===== src/rtl/pwm_capture_pkg.sv =====
// pwm_capture_pkg: shared constants for the PWM capture block.
//   - word addresses of the four bus-visible registers
//   - bit positions inside CTRL and STATUS
//   - FSM state encoding (plain 2-bit constants, legacy-compatible)
//   - STATUS word layout as a packed struct plus a packing helper
package pwm_capture_pkg;

    // Register word addresses
    localparam int unsigned REG_CTRL   = 0;
    localparam int unsigned REG_PERIOD = 1;
    localparam int unsigned REG_HIGH   = 2;
    localparam int unsigned REG_STATUS = 3;

    // CTRL bits
    localparam int unsigned CTRL_EN_BIT  = 0;
    localparam int unsigned CTRL_CLR_BIT = 1;

    // STATUS bits
    localparam int unsigned STAT_VALID_BIT = 0;
    localparam int unsigned STAT_OVF_BIT   = 1;
    localparam int unsigned STAT_LEVEL_BIT = 2;
    localparam int unsigned STAT_NPER_LSB  = 8;

    // FSM states
    localparam logic [1:0] ST_IDLE      = 2'd0;
    localparam logic [1:0] ST_WAIT_RISE = 2'd1;
    localparam logic [1:0] ST_MEAS      = 2'd2;

    typedef struct packed {
        logic [7:0] nper;
        logic       level;
        logic       ovf;
        logic       valid;
    } status_t;

    // STATUS word: bits[15:8] NPER, bit2 level, bit1 OVF, bit0 VALID.
    function automatic logic [15:0] pack_status(input status_t s);
        logic [15:0] w;
        w = '0;
        w[STAT_VALID_BIT]                  = s.valid;
        w[STAT_OVF_BIT]                    = s.ovf;
        w[STAT_LEVEL_BIT]                  = s.level;
        w[STAT_NPER_LSB +: 8]              = s.nper;
        return w;
    endfunction

endpackage


===== src/rtl/pwm_capture_sync.sv =====
// pwm_capture_sync: brings the asynchronous PWM input into the clk domain
// and detects its edges.
//   clk    system clock
//   rst    synchronous active-high reset
//   pwm_in asynchronous PWM input
//   level  synchronized level (second flop)
//   rise   one-cycle pulse on a synchronized rising edge
//   fall   one-cycle pulse on a synchronized falling edge
// Rise and fall are both taken from the same s2/s3 pair, so both edges see
// the same latency and measured intervals are exact in clk cycles.
module pwm_capture_sync (
    input  logic clk,
    input  logic rst,
    input  logic pwm_in,
    output logic level,
    output logic rise,
    output logic fall
);

    logic s1, s2, s3;

    always_ff @(posedge clk) begin
        if (rst) begin
            s1 <= 1'b0;
            s2 <= 1'b0;
            s3 <= 1'b0;
        end else begin
            s1 <= pwm_in;
            s2 <= s1;
            s3 <= s2;
        end
    end

    assign level = s2;
    assign rise  = s2 & ~s3;
    assign fall  = ~s2 & s3;

endmodule


===== src/rtl/pwm_capture.sv =====
// pwm_capture: measures period and high time of an external PWM waveform
// and exposes the results on an iob native responder port.
//   clk      system clock
//   rst      synchronous active-high reset
//   pwm_in   PWM signal under measurement (asynchronous)
//   valid    bus request
//   address  word address (CTRL, PERIOD, HIGH, STATUS)
//   wdata    write data
//   wstrb    byte strobes; nonzero = write, zero = read
//   rdata    read data, updated together with ready
//   ready    single-cycle acknowledge, one cycle after an accepted request
module pwm_capture
    import pwm_capture_pkg::*;
#(
    parameter int DATA_W = 32,
    parameter int ADDR_W = 2,
    parameter int CNT_W  = 24
) (
    input  logic                clk,
    input  logic                rst,
    input  logic                pwm_in,
    input  logic                valid,
    input  logic [ADDR_W-1:0]   address,
    input  logic [DATA_W-1:0]   wdata,
    input  logic [DATA_W/8-1:0] wstrb,
    output logic [DATA_W-1:0]   rdata,
    output logic                ready
);

    localparam logic [CNT_W-1:0] CNT_MAX = '1;
    localparam logic [CNT_W-1:0] CNT_ONE = CNT_W'(1);

    logic             level, rise, fall;
    logic [1:0]       state;
    logic [CNT_W-1:0] cnt, hshadow, period, high, high_hold;
    logic             en, meas_valid, ovf;
    logic [7:0]       nper;

    logic             acc, is_write, is_read, ctrl_wr, clr, en_nxt;
    logic [DATA_W-1:0] rd_val;
    status_t          status;

    pwm_capture_sync u_sync (
        .clk    (clk),
        .rst    (rst),
        .pwm_in (pwm_in),
        .level  (level),
        .rise   (rise),
        .fall   (fall)
    );

    // A request is accepted in the valid cycle; the ready cycle itself is
    // never treated as a new request.
    assign acc      = valid & ~ready;
    assign is_write = acc & (|wstrb);
    assign is_read  = acc & ~(|wstrb);
    assign ctrl_wr  = is_write && (address == ADDR_W'(REG_CTRL)) && wstrb[0];
    assign clr      = ctrl_wr & wdata[CTRL_CLR_BIT];
    assign en_nxt   = ctrl_wr ? wdata[CTRL_EN_BIT] : en;

    // Upper write-data bits carry nothing.
    logic unused_wdata;
    assign unused_wdata = &{1'b0, wdata[DATA_W-1:2]};

    always_comb begin
        status       = '0;
        status.valid = meas_valid;
        status.ovf   = ovf;
        status.level = level;
        status.nper  = nper;
    end

    always_comb begin
        rd_val = '0;
        case (address)
            ADDR_W'(REG_CTRL):   rd_val = DATA_W'(en);
            ADDR_W'(REG_PERIOD): rd_val = DATA_W'(period);
            ADDR_W'(REG_HIGH):   rd_val = DATA_W'(high_hold);
            ADDR_W'(REG_STATUS): rd_val = DATA_W'(pack_status(status));
            default:             rd_val = '0;
        endcase
    end

    // Measurement FSM. CLR takes priority over everything in the FSM, so a
    // coincident rise capture or overflow is dropped.
    always_ff @(posedge clk) begin
        if (rst) begin
            state      <= ST_IDLE;
            en         <= 1'b0;
            cnt        <= '0;
            hshadow    <= '0;
            period     <= '0;
            high       <= '0;
            meas_valid <= 1'b0;
            ovf        <= 1'b0;
            nper       <= '0;
        end else begin
            en <= en_nxt;
            if (clr) begin
                meas_valid <= 1'b0;
                ovf        <= 1'b0;
                nper       <= '0;
                cnt        <= '0;
                state      <= en_nxt ? ST_WAIT_RISE : ST_IDLE;
            end else if (!en) begin
                state <= ST_IDLE;
                cnt   <= '0;
            end else begin
                case (state)
                    ST_IDLE: begin
                        cnt   <= '0;
                        state <= ST_WAIT_RISE;
                    end
                    ST_WAIT_RISE: begin
                        if (rise) begin
                            cnt   <= CNT_ONE;
                            state <= ST_MEAS;
                        end
                    end
                    ST_MEAS: begin
                        if (fall) begin
                            hshadow <= cnt;
                        end
                        if (rise) begin
                            period     <= cnt;
                            high       <= hshadow;
                            meas_valid <= 1'b1;
                            nper       <= nper + 8'd1;
                            cnt        <= CNT_ONE;
                        end else if (cnt == CNT_MAX) begin
                            ovf   <= 1'b1;
                            cnt   <= '0;
                            state <= ST_WAIT_RISE;
                        end else begin
                            cnt <= cnt + CNT_ONE;
                        end
                    end
                    default: begin
                        cnt   <= '0;
                        state <= ST_IDLE;
                    end
                endcase
            end
        end
    end

    // Bus side. A PERIOD read snapshots HIGH so the following HIGH read
    // belongs to the same measurement as the PERIOD just returned.
    always_ff @(posedge clk) begin
        if (rst) begin
            ready     <= 1'b0;
            rdata     <= '0;
            high_hold <= '0;
        end else begin
            ready <= acc;
            if (acc) begin
                rdata <= rd_val;
            end
            if (is_read && (address == ADDR_W'(REG_PERIOD))) begin
                high_hold <= high;
            end
        end
    end

endmodule


===== config.mk =====
export PLATFORM = sky130hd
export DESIGN_NAME = pwm_capture
export DESIGN_NICKNAME = d
export VERILOG_FILES = /design/src/rtl/pwm_capture_pkg.sv /design/src/rtl/pwm_capture_sync.sv /design/src/rtl/pwm_capture.sv
export SDC_FILE = /design/constraint.sdc
export NUM_CORES = 1
export LEC_CHECK = 0
export BUFFER_PORTS_ARGS = -buffer_cell sky130_fd_sc_hd__clkbuf_2
export CAP_MARGIN = 25
export CORE_ASPECT_RATIO = 0.9
export CORE_UTILIZATION = 54
export CTS_BUF_LIST = sky130_fd_sc_hd__clkbuf_8
export DETAILED_ROUTE_END_ITERATION = 6
export GPL_TIMING_DRIVEN = 0
export PLACE_DENSITY = 0.77
export SLEW_MARGIN = 20
export SYNTH_ARGS = -nofsm -noshare
export SYNTH_HDL_FRONTEND = slang
export SYNTH_SLANG_ARGS = --single-unit

===== constraint.sdc =====
create_clock -name clk -period 1.75 [get_ports clk]
set_input_delay 0.4375 -clock clk [delete_from_list [all_inputs] [get_ports clk]]
set_output_delay 0.4375 -clock clk [all_outputs]
set_load 0.005 [all_outputs]

==> results of run 1 <==
-- layout make-up --
type	count	area share
Tap cell	156	0.0236
Clock buffer	18	0.0300
Timing Repair Buffer	80	0.0745
Inverter	5	0.00257
Buffer	55	0.0451
Sequential cell	161	0.396
Multi-Input combinational cell	554	0.411
Clock inverter	14	0.0171
-- layout by cell type, fill, tap and decap left out, types with 11 or more instances in the layout --
| master | instances |
|---|---|
| a21oi_1 | 77 |
| buf_4 | 46 |
| mux2i_1 | 25 |
| nor3_1 | 11 |
| buf_6 | 11 |
| nand4_1 | 12 |
| a22oi_1 | 14 |
| clkbuf_2 | 45 |
| nand2_1 | 182 |
| xor2_1 | 11 |
| dfxtp_2 | 16 |
| clkbuf_8 | 19 |
| nand3_1 | 15 |
| o21ai_0 | 16 |
| nor2_1 | 64 |
| clkbuf_1 | 19 |
| dfxtp_1 | 138 |
-- per-stage QoR --
stage	instances	TNS, ns	power, mW	area (µm²)	setup WS (ns)
5_1_grt	1043	-4.50	6.86	8260	-0.238
3_3_place_gp	974	-64.65	4.00	7030	-0.801
3_5_place_dp	974	-67.27	4.01	7040	-0.620
2_1_floorplan	784	-0.260	3.93	6670	-0.0923
4_1_cts	1015	-0.596	6.63	7770	-0.115
6_report	1043	-2.34	6.66	8260	-0.160
-- metal layers --
| metal | up-vias | GRT usage | routed length [µm] |
|---|---|---|---|
| met5 | - | 0 | 0 |
| met4 | 0 | 0.157 | 811 |
| met2 | 380 | 0.476 | 8930 |
| met3 | 87 | 0.0793 | 1830 |
| met1 | 2937 | 0.387 | 8120 |
| li1 | 2846 | - | - |
-- worst max-delay path, delay by kind of cell (launching register included) --
| family | cells | cell delay (ns) |
|---|---|---|
| adder cells (fa/ha/maj) | 1 | 0.17 |
| buffers and inverters | 1 | 0.14 |
| AND/OR/NAND/NOR | 3 | 0.63 |
| AO/OA/AOI/OAI | 2 | 0.51 |
| flip-flops | 1 | 0.37 |
-- registers in the layout, summed over array words and instances, names as in the netlist, 2 cells and up --
| name | cells |
|---|---|
| high | 24 |
| rdata | 24 |
| hshadow | 24 |
| state | 2 |
| high_hold | 24 |
| nper | 8 |
| period | 24 |
| cnt | 24 |
-- report_power, final --
group	switching (mW)	internal [mW]
registers	0.0129	3.67
clock network	1.40	1.29
logic	0.185	0.100
total	1.59	5.06
-- how the worst max path moves through the flow --
| stage | startpoint | end | slack [ns] | cells after the start |
|---|---|---|---|---|
| after CTS | cnt[0]$_SDFFE_PP0P_ | cnt[21]$_SDFFE_PP0P_ | -0.12 | 7 |
| after global routing | cnt[0]$_SDFFE_PP0P_ | cnt[21]$_SDFFE_PP0P_ | -0.24 | 6 |
| after detailed placement | address[1] | high_hold[6]$_SDFFE_PP0P_ | -0.62 | 7 |
| after floorplan | state[1]$_SDFFE_PP0P_ | cnt[21]$_SDFFE_PP0P_ | -0.09 | 8 |
| after global placement | valid | state[1]$_SDFFE_PP0P_ | -0.80 | 6 |
| final | cnt[0]$_SDFFE_PP0P_ | cnt[6]$_SDFFE_PP0P_ | -0.16 | 7 |
-- cells by family (layout without fill, tap and decap cells) --
kind of cell    after synthesis  in the layout
other cells                   1              8
xor+xnor                     17             17
simple gates                344            344
flops                       161            161
mux                          38             38
buf+inv                      70            172
fa+ha+maj                     5              5
compound gates              141            142
-- what timing repair did --
action | in CTS | in global routing
resized for setup | 75 | 68
setup endpoints to repair | 138 | 131
buffers inserted | 12 | 32
pin swaps | 16 | 20
cloned | 1 | 3
==> results.md, run 1 <==
- Total area of sequential cells: 0.00327 mm²
- Hold Path Class: input port to register
- Hold buffers post-CTS: 0
- Final Critical Period: 1.91 ns
- Xor and xnor area share after synthesis: 0.0226
- Area leader, netlist: dfxtp_1
- Die height: 107 µm
- Slowest-stage cell, CP: or4_1
- Startpoint Class: register
- I/O pin total: 75
- Max_slew headroom: 0.582
- Peak per-stage delay on the critical path: 0.40 ns
- Post-synthesis simple-gate area fraction: 0.241
- Hold Vio Cnt, Final: 0
- Synth Register Bits: 161
- Vias per cell: 5.99
- Layout Skew: 0.0113 ns
- GPL Wtd Cong: 0.972
- Status: finished with violations
- Worst-Margin Slew: 0.627 ns
- Synth Area in Adders: 0.00948
- Compound-Gate Fraction of Synth Area: 0.125
- Worst flop-to-flop path endpoint: cnt[6]$_SDFFE_PP0P_
- Area growth, synth to finish: 25.2%
- Max Slew Vio Count: 0
- Final core occ: 0.708
- Top cells by area, synth: dfxtp_1, nand2_1, a21oi_1
- Layout cells sized above 1: 0.263
- Num rows: 37
- Crit. End Element: register
- Clock Path Buffers: 2
- MaxCap Viol Count: 0
- Multi-input logic area: 0.00340 mm²
- Failing checks: negative setup slack
- Port Buf Inserts: 34
- Peak supply drop: 0.574 mV
- GRT Util Overall: 0.304
- Drt pass-1 iters: 6
- DRC viols: 0
- Total congestion overflow: 0
- Die X: 119 µm
- Worst-path cell chain: ha_4 > nand4_1 > nor4_4 > buf_6 > a211o_4 > or4_1 > a31oi_1
- Power Dens Cells: 806 mW/mm²
- WL final: 19700 µm
- CP max FO: 6
- Nets: 921
- Top cell type's share of synthesized area: 0.488
- Worst EP arrival: 2.30 ns
- Period utilization: 1.09
- Final hold slack: 0.215 ns
- Final setup fails: 25
- Core area: 0.0117 mm²
- R2r worst-path depth: 7
- CTS Root Cell: clkbuf_8
- Fillers: 858
- Final HPWL DP: 12800 µm
- Post-synthesis cell area: 0.00660 mm²
- Final ANT Viol Nets: 0
- Fmax: 524 MHz
- Clock sinks: 161
- CP Class: register to register
- Required @ worst endpoint: 2.14 ns
- Cts bufs inserted: 17
- Global-route wire length before repair: 29200 µm
- RSZ-0062 raised after global routing: true
- Prevailing post-synth register cell: dfxtp_1
- Initial antenna violation count: 0
- Avg Cell Area, Syn: 8.49 µm²
- Largest family of logic cells by synthesized area: simple AND/OR/NAND/NOR gates
- HP Start: pwm_in
- Multiplexer share of the synthesized area: 0.0614
- CTS H-tree lvls: 4
- Worst setup margin: -0.160 ns
- Cell count after synthesis: 777
- EDFF count, synth: 0
- Vias in the first global route: 5641
- Reg-to-reg setup timing slack: -0.16 ns
- Largest net degree at the start of global routing: 17
- Netlist cell types: 53
- Leak Pwr: 2.92 nW
- Initial core utilization: 0.566
- DR WL/cell: 18.9 µm
- Async set-reset flop share out of synthesis: 0
- Drt initial violations: 917
- Ys Warns: 0
- Hold Path Sink: u_sync.s1$_SDFF_PP0_
- CTS tree: built
- Hold Crit Depth: 2
- Worst reg2reg path startpoint: cnt[0]$_SDFFE_PP0P_
- Synth top cells by count: nand2_1, dfxtp_1, a21oi_1
- # diodes: 0
- Clock Latency Late Sink: 0.46 ns
- Clock Pin Slew Worst Setup and Hold Paths: 0.08 ns
- Count leader, synth: nand2_1
- Full die area: 0.0127 mm²
- Via count: 6250
- Seq/Total Area, Yosys: 0.488
(Power assumes the default switching activity.)
==> inputs of run 2 (changes only) <==
Settings changed: CORE_UTILIZATION 54 to 45, PLACE_DENSITY 0.77 to 0.66.
==> run 2 against run 1 <==
Cell count grew 3.5%. Clock skew grew 0.0011 ns. Combinational power shrank 4%. Sequential share of layout area grew 0.23 points. Final area grew 0.14%. Largest power group unchanged. The run still ends with negative setup slack left. Global-route usage shrank 5.3 points. Power grew 0.49%. Fmax is essentially flat. Sequential power is essentially flat.
==> results.md, run 2 (synthesis results as in run 1) <==
- # diodes: 0
- Status: finished with violations
- Clock sinks: 161
- Vias in the first global route: 5046
- Most common cell after layout, fill and taps aside: nand2_1
- CP max FO: 6
- Final setup fails: 31
- Peak supply drop: 0.462 mV
- Max Slew Vio Count: 0
- Die X: 130 µm
- Hold Vio Cnt, Final: 0
- I/O pin total: 75
- Final ANT Viol Nets: 0
- MaxCap Viol Count: 0
- Final HPWL DP: 12400 µm
- Final core occ: 0.584
- Worst setup margin: -0.158 ns
- RSZ-0062 raised after global routing: true
- Final Critical Period: 1.91 ns
- Commonest non-fill, non-tap cells in the layout: nand2_1, dfxtp_1, a21oi_1
- Worst EP arrival: 2.30 ns
- Die height: 117 µm
- Final hold slack: 0.207 ns
- Layout Skew: 0.0124 ns
- Setup TNS: -1.57 ns
- Crit. End Element: register
- GPL Wtd Cong: 0.853
- R2r worst-path depth: 7
- Cts bufs inserted: 17
- Largest net degree at the start of global routing: 17
- CTS H-tree lvls: 4
- Period utilization: 1.09
- Post-Layout Cell Count: 1079
- CP Class: register to register
- Startpoint Class: register
- Worst-path cell chain: ha_4 > nand4_1 > nor4_4 > buf_6 > a211o_4 > or4b_1 > nand3_1
- Area growth, synth to finish: 25.4%
- Layout cells sized above 1: 0.257
- CTS tree: built
- Port Buf Inserts: 34
- DRC viols: 0
- Clock Path Buffers: 2
- Total congestion overflow: 0
- Peak per-stage delay on the critical path: 0.51 ns
- Worst-Margin Slew: 0.654 ns
- Max_slew headroom: 0.564
- Clock Pin Slew Worst Setup and Hold Paths: 0.08 ns
- WL final: 19400 µm
- Drt pass-1 iters: 5
- Drt initial violations: 578
- DR WL/cell: 17.9 µm
- Full die area: 0.0152 mm²
- CTS Root Cell: clkbuf_8
- Nets: 925
- Slowest-stage cell, CP: or4b_1
- Failing checks: negative setup slack
- Fmax: 524 MHz
- GRT Util Overall: 0.250
- Required @ worst endpoint: 2.14 ns
- Clock Latency Late Sink: 0.45 ns
- Global-route wire length before repair: 28100 µm
- Num rows: 41
- Initial core utilization: 0.466
- Hold Path Class: input port to register
- Initial antenna violation count: 0
- Vias per cell: 5.53
- Hold Crit Depth: 2
- Core area: 0.0142 mm²
- DP Worst Slack: -0.609 ns
- Leak Pwr: 2.97 nW
- Via count: 5963
- Power Dens Cells: 809 mW/mm²
- Dpl cells: 1011
==> run 2: changes by cell type in the layout (fill, tap and decap cells not counted), moves of 2 or more <==
cell        delta
a21oi_1        +4
buf_12         -2
and3_2         -2
a21oi_2        -3
buf_6          +3
and3_1         +2
clkinvlp_4     -4
clkbuf_2       +3
dfxtp_2        -8
dfxtp_4        +9
buf_4          +4
clkinv_2       -2
==> run 2: power by group <==
part           internal [mW]  switching, mW  total, mW
sequential              3.66         0.0143       3.67
combinational         0.0976          0.176      0.274
clock                   1.43           1.31       2.75
total                   5.19           1.50       6.69
==> run 2: worst paths after layout <==
kind,startpoint,endpoint,slack [ns]
setup / recovery,cnt[0]$_SDFFE_PP0P_,cnt[21]$_SDFFE_PP0P_,-0.16
hold / removal,pwm_in,u_sync.s1$_SDFF_PP0_,0.21
setup reg to reg,cnt[0]$_SDFFE_PP0P_,cnt[21]$_SDFFE_PP0P_,-0.16
hold reg to reg,high_hold[16]$_SDFFE_PP0P_,rdata[16]$_SDFFE_PP0N_,0.45
==> run 2: what timing repair did <==
item                                    in CTS  in global routing
gates resized for setup                     88                 52
hold buffers                                 0                  0
endpoints found under the setup margin     138                127
buffers inserted                            16                 30
pin swaps                                   18                 29
gates cloned                                 2                  2
==> run 2: metrics by stage <==
step / area, µm² / total power, mW
2_1_floorplan: 6670 / 3.93
3_3_place_gp: 7080 / 4.01
3_5_place_dp: 7090 / 4.01
4_1_cts: 7850 / 6.68
5_1_grt: 8270 / 6.89
6_report: 8270 / 6.69
==> run 2: cell type report <==
type	count	area [µm²]
fillers	1286	5880
multi-input cells	555	3370
well taps	193	241
flip-flops and latches	161	3290
clock inverters	8	118
repair buffers	82	588
plain buffers	56	377
clock buffers	19	262
inverters	5	21.3
==> run 2: per-layer routing <==
layer | vias up | global-route usage | wire (µm)
li1 | 2850 | - | -
met1 | 2842 | 0.364 | 9090
met2 | 239 | 0.366 | 8390
met3 | 32 | 0.0532 | 1500
met4 | 0 | 0.0876 | 375
met5 | - | 0 | 0
==> run 2: critical path: cells and delay by family, from the launching register on <==
| family | cells | cell delay (ns) |
|---|---|---|
| flops | 1 | 0.36 |
| compound gates | 1 | 0.35 |
| fa+ha+maj | 1 | 0.15 |
| simple gates | 4 | 0.84 |
| buf+inv | 1 | 0.14 |
